### src/rtl/call_return_ctrl.sv
// -----------------------------------------------------------------------------
// call_return_ctrl
//
// Subroutine-linkage sequencer sitting between the control unit / PC logic and
// an external Stack block. A CALL pushes the return address (PC+1) and redirects
// the PC to Target. A RET pops the saved address and hands it back to the PC.
// The block owns the Stack push/pop strobes, tracks occupancy and flags
// refused requests.
//
// Parameters:
//   WIDTH  - address/data width (matches Stack data width)
//   DEPTH  - stack capacity in entries
//   RD_LAT - cycles from the edge sampling StackRead to the edge on which
//            StackRData is valid (1..4)
//
// Ports:
//   clk, Reset        - clock, asynchronous active-high reset
//   Call, Ret         - requests, sampled only while idle (CALL has priority)
//   PC, Target        - current program counter, call destination
//   StackWrite/Read   - push / pop strobes to Stack (never high together)
//   StackWData        - push data (return address), held between pushes
//   StackRData        - pop data from Stack
//   PCLoad, PCNext    - one-cycle load strobe and registered new PC value
//   Busy              - high whenever the sequencer is not idle
//   Depth             - current stack occupancy
//   Overflow          - sticky: a CALL was refused on a full stack
//   Underflow         - sticky: a RET was refused on an empty stack
// -----------------------------------------------------------------------------
module call_return_ctrl #(
    parameter int WIDTH  = 8,
    parameter int DEPTH  = 16,
    parameter int RD_LAT = 1
) (
    input  logic                           clk,
    input  logic                           Reset,
    input  logic                           Call,
    input  logic                           Ret,
    input  logic [WIDTH-1:0]               PC,
    input  logic [WIDTH-1:0]               Target,
    output logic                           StackWrite,
    output logic                           StackRead,
    output logic [WIDTH-1:0]               StackWData,
    input  logic [WIDTH-1:0]               StackRData,
    output logic                           PCLoad,
    output logic [WIDTH-1:0]               PCNext,
    output logic                           Busy,
    output logic [$clog2(DEPTH+1)-1:0]     Depth,
    output logic                           Overflow,
    output logic                           Underflow
);

    localparam int DW = $clog2(DEPTH + 1);
    // Wide enough for RD_LAT up to 4.
    localparam int CW = 3;

    typedef enum logic [2:0] {
        S_IDLE,
        S_PUSH,
        S_POPREQ,
        S_WAIT,
        S_LOAD
    } state_t;

    state_t             state_q, state_d;
    logic [WIDTH-1:0]   wdata_q, wdata_d;
    logic [WIDTH-1:0]   pcnext_q, pcnext_d;
    logic [DW-1:0]      depth_q, depth_d;
    logic               ovf_q, ovf_d;
    logic               unf_q, unf_d;
    logic [CW-1:0]      wait_cnt_q, wait_cnt_d;

    logic               full;
    logic               empty;

    assign full  = (depth_q == DW'(DEPTH));
    assign empty = (depth_q == '0);

    // -------------------------------------------------------------------------
    // State register
    // -------------------------------------------------------------------------
    always_ff @(posedge clk or posedge Reset) begin
        if (Reset) begin
            state_q    <= S_IDLE;
            wdata_q    <= '0;
            pcnext_q   <= '0;
            depth_q    <= '0;
            ovf_q      <= 1'b0;
            unf_q      <= 1'b0;
            wait_cnt_q <= '0;
        end else begin
            state_q    <= state_d;
            wdata_q    <= wdata_d;
            pcnext_q   <= pcnext_d;
            depth_q    <= depth_d;
            ovf_q      <= ovf_d;
            unf_q      <= unf_d;
            wait_cnt_q <= wait_cnt_d;
        end
    end

    // -------------------------------------------------------------------------
    // Next-state logic
    // -------------------------------------------------------------------------
    always_comb begin
        state_d    = state_q;
        wdata_d    = wdata_q;
        pcnext_d   = pcnext_q;
        depth_d    = depth_q;
        ovf_d      = ovf_q;
        unf_d      = unf_q;
        wait_cnt_d = wait_cnt_q;

        case (state_q)
            S_IDLE: begin
                // CALL has priority; a simultaneous RET is dropped, even when
                // the CALL itself is refused.
                if (Call) begin
                    if (full) begin
                        ovf_d = 1'b1;
                    end else begin
                        wdata_d  = PC + WIDTH'(1);
                        pcnext_d = Target;
                        state_d  = S_PUSH;
                    end
                end else if (Ret) begin
                    if (empty) begin
                        unf_d = 1'b1;
                    end else begin
                        state_d = S_POPREQ;
                    end
                end
            end

            S_PUSH: begin
                depth_d = depth_q + DW'(1);
                state_d = S_IDLE;
            end

            S_POPREQ: begin
                depth_d    = depth_q - DW'(1);
                wait_cnt_d = '0;
                state_d    = S_WAIT;
            end

            S_WAIT: begin
                // Last WAIT cycle coincides with the edge on which Stack
                // presents the popped value.
                if (wait_cnt_q == CW'(RD_LAT - 1)) begin
                    pcnext_d = StackRData;
                    state_d  = S_LOAD;
                end else begin
                    wait_cnt_d = wait_cnt_q + CW'(1);
                end
            end

            S_LOAD: begin
                state_d = S_IDLE;
            end

            default: begin
                state_d = S_IDLE;
            end
        endcase
    end

    // -------------------------------------------------------------------------
    // Moore outputs
    // -------------------------------------------------------------------------
    assign StackWrite = (state_q == S_PUSH);
    assign StackRead  = (state_q == S_POPREQ);
    assign PCLoad     = (state_q == S_PUSH) || (state_q == S_LOAD);
    assign Busy       = (state_q != S_IDLE);

    assign StackWData = wdata_q;
    assign PCNext     = pcnext_q;
    assign Depth      = depth_q;
    assign Overflow   = ovf_q;
    assign Underflow  = unf_q;

endmodule

### config.mk
export PLATFORM = sky130hd
export DESIGN_NAME = call_return_ctrl
export DESIGN_NICKNAME = d
export VERILOG_FILES = /design/src/rtl/call_return_ctrl.sv
export SDC_FILE = /design/constraint.sdc
export NUM_CORES = 1
export LEC_CHECK = 0
export ABC_CLOCK_PERIOD_IN_PS = 2600
export CORE_AREA = 3 3 55 57
export DETAILED_ROUTE_END_ITERATION = 8
export DIE_AREA = 0 0 58 60
export DONT_BUFFER_PORTS = 1
export GPL_ROUTABILITY_DRIVEN = 0
export HOLD_SLACK_MARGIN = 0.05
export PLACE_DENSITY = 0.78
export SYNTH_ARGS = -nofsm -noshare
export SYNTH_HDL_FRONTEND = slang
export SYNTH_SLANG_ARGS = --single-unit
### constraint.sdc
create_clock -name clk -period 2.6 [get_ports clk]
set_clock_uncertainty 0.2 [all_clocks]
set_input_delay 0.52 -clock clk [delete_from_list [all_inputs] [get_ports clk]]
set_output_delay 0.52 -clock clk [all_outputs]
set_load 0.03 [all_outputs]
==> key figures <==
Run status
  • Status: finished clean

Final layout
  • Util after Layout: between 60% and 70%
  • Layout cells sized above 1: between 10% and 20%
  • Layout Area Growth over Synthesis: 8.00%
  • Fin nets: 193
  • Antenna cells: 0

Clock tree
  • Root Driver: clkbuf_4
  • CTS Buffer Depth: 2
  • CTS tree: yes
  • Clock Latency Late Sink: 0.32 ns
  • CTS buffer count: 5
  • CTS H-tree lvls: 2
  • CTS sink count: 29
  • Setup Fix Bufs, Post-CTS: 0
  • CTS clk-pin slew, worst paths: roughly 0.090 ns

Synth
  • Mapped cell area: between 1000 and 1500 µm²
  • Yosys warns: 0
  • Syn_area_per_cell: approximately 10 µm²
  • Sequential area share after synthesis: approximately half
  • Number of synthesized register bits: 29
  • Netlist cell types: 33
  • Synth Net Count: 183
  • Cells after Synth: roughly 150

Floorplan
  • DIE AREA: around 3500 µm²
  • Die Ht: around 60 µm
  • Starting Density: 58.9%
  • Row cnt: 18
  • Die Span X: between 50 and 60 µm
  • Core area: approximately 2500 µm²
  • Ports: 55

Critical path
  • Worst setup SP type: register
  • Critical path peak fanout: 6
  • CP peak stage delay: 0.45 ns
  • Crit path kind: register to register
  • CP required: about 2.6 ns
  • Worst EP arrival: 2.37 ns
  • R2R cell count: 7
  • Crit end category: register
  • Critical Path, Cell by Cell: nand2b_1 -> nor2_2 -> ha_1 -> a21o_1 -> a21oi_1 -> mux2i_1 -> xnor2_1
  • Critical-path top delay cell: dfrtp_1

Detailed routing
  • Vias post-DR: between 1000 and 1500
  • First-pass DRT Iterations: 3
  • Avg WL per Cell: 15.1 µm
  • DR iter-0 viols: 57
  • ANT nets after route: 0
  • WL final: approximately 2.8 mm
  • Drc violations: 0
  • Via/cell ratio: around 5.5

Timing
  • Slew at the pin closest to its max-slew limit: about 0.57 ns
  • Final setup TNS: 0 ns
  • Max-Slew Margin vs Limit: a little over 60%
  • Max Fclk: 0.429 GHz
  • Final hold vios: 0
  • Final setup fails: 0
  • Final Max Slew Viols: 0
  • Final Critical Period: around 2.3 ns
  • Period utilization: between 80% and 90%
  • Unrepaired setup endpoints after global routing: false

Place
  • HPWL Detailed: 2.19 mm
  • IO buf count: 0

GRT
  • Gr usage total: between 10% and 20%
  • First-pass GRT wire length: 4.64 mm
  • Vias in the first global route: between 1000 and 1500
  • Largest net degree at the start of global routing: 30
  • Initial antenna violation count: 0
  • Grt ovf: 0

Power
  • Worst VDD drop: around 1.0 mV
  • Power density over the cells: roughly 1500 nW/µm²
  • Lkg Pwr: 0.761 nW

Flow run
  • Max Cap Viol: 0

Hold path
  • Hold Path Depth: 1
  • HP Class: primary input to register
-- final cells by class --
cell class	instances	area, µm²
clock buffer	7	55.1
sequential	29	726
tap	30	37.5
inverter	15	56.3
fill	218	918
multi-input combinational	100	674
timing repair buffer	7	55.1
-- metrics by stage --
stage,hold slack [ns],setup WS (ns),instance area [µm²],std cells,power [mW]
6_report,0.101,0.270,1600,188,2.39
5_1_grt,0.105,0.0811,1600,188,2.57
4_1_cts,0.0920,0.240,1600,188,2.41
3_5_place_dp,0.302,0.270,1540,180,2.13
3_3_place_gp,0.297,0.318,1540,180,2.10
2_1_floorplan,0.287,0.239,1490,148,1.95
-- report_power, final --
part	internal [mW]	leakage [nW]	switching, mW
clock network	0.127	0.0314	0.145
logic	0.402	0.380	0.553
registers	0.653	0.350	0.503
-- state kept, by name (all words and copies together) (netlist names) --
register	flops
state_q	3
PCNext	8
StackWData	8
Underflow	1
wait_cnt_q	3
Overflow	1
Depth	5
-- kinds of logic (layout without fill, tap and decap cells) --
logic type | count (synthesis) | in the layout | share of synthesized area (%)
AND/OR/NAND/NOR | 39 | 39 | 13.0
adder cells (fa/ha/maj) | 7 | 7 | 6.40
buffers and inverters | 19 | 29 | 5.90
XOR/XNOR | 12 | 12 | 7.08
AO/OA/AOI/OAI | 38 | 38 | 15.8
flip-flops | 29 | 29 | 48.9
multiplexers | 4 | 4 | 2.95
-- timing repair --
| item | 4_1_cts | 5_1_grt |
|---|---|---|
| resized for setup | 0 | 0 |
| endpoints found under the hold margin | 29 | 0 |
| hold buffers | 1 | 0 |
-- synthesized netlist by cell type --
| library cell | instances | share of area, % |
|---|---|---|
| dfrtp_1 | 29 | 49 |
| inv_1 | 15 | 3.8 |
| nand2_1 | 15 | 3.8 |
| a21oi_1 | 12 | 4.0 |
| o22ai_1 | 10 | 4.2 |
| nor2_1 | 9 | 2.3 |
| o21ai_0 | 9 | 3.0 |
| xnor2_1 | 9 | 5.3 |
| ha_1 | 6 | 5.1 |
| mux2_2 | 3 | 2.3 |
| nor3_1 | 3 | 1.0 |
| xor2_1 | 3 | 1.8 |
| a21o_1 | 2 | 1.0 |
| buf_4 | 2 | 1.0 |
| nand3_1 | 2 | 0.67 |
| nor2b_1 | 2 | 0.84 |
| a22oi_1 | 1 | 0.51 |
| a31oi_1 | 1 | 0.42 |
| a41o_1 | 1 | 0.67 |
| and2_1 | 1 | 0.42 |
| and2b_1 | 1 | 0.51 |
| buf_2 | 1 | 0.34 |
| buf_6 | 1 | 0.76 |
| fa_1 | 1 | 1.3 |
| mux2i_1 | 1 | 0.67 |
| nand2b_1 | 1 | 0.42 |
| nand3_2 | 1 | 0.67 |
| nand3b_1 | 1 | 0.51 |
| nor3_2 | 1 | 0.67 |
| nor4_1 | 1 | 0.42 |
| o211ai_4 | 1 | 1.4 |
| o21bai_1 | 1 | 0.51 |
| or4_4 | 1 | 0.76 |
-- cells in the final DEF, fill, tap and decap left out, drive strengths merged, types with 2 or more instances in the layout --
cell and n:
nor3 4, o22ai 10, mux2 3, nand3 3
nor2b 2, xor2 3, ha 6, clkbuf 7
nor2 9, buf 6, inv 15, dfrtp 29
o21ai 9, nand2 15, a21oi 12, a21o 2
xnor2 9
-- critical path: cells and delay by family (launching register included) --
family | cells | cell delay, ns
muxes | 1 | 0.24
adders and majority gates | 1 | 0.33
AOI/OAI and AO/OA | 2 | 0.38
and+or+nand+nor | 2 | 0.53
xor gates and xnor gates | 1 | 0.13
DFF | 1 | 0.45
-- layer usage --
metal,wire length (µm),track usage [%]
met1,1100,19.5
met2,1440,30.8
met3,251,7.78
met4,40,7.95
met5,0,0
-- worst paths after layout --
path / endpoint / slack (ns) / start
setup / recovery: Depth[4] / 0.27 / state_q[2]
hold / removal: StackWData[0] / 0.10 / PC[0]
setup reg to reg: Depth[4] / 0.27 / state_q[2]
hold reg to reg: wait_cnt_q[2] / 0.35 / wait_cnt_q[2]
max in group asynchronous: Depth[3] / 1.44 / Reset
min in group asynchronous: StackWData[0] / 0.49 / Reset
Note: power is estimated with default switching activity, not from simulation.
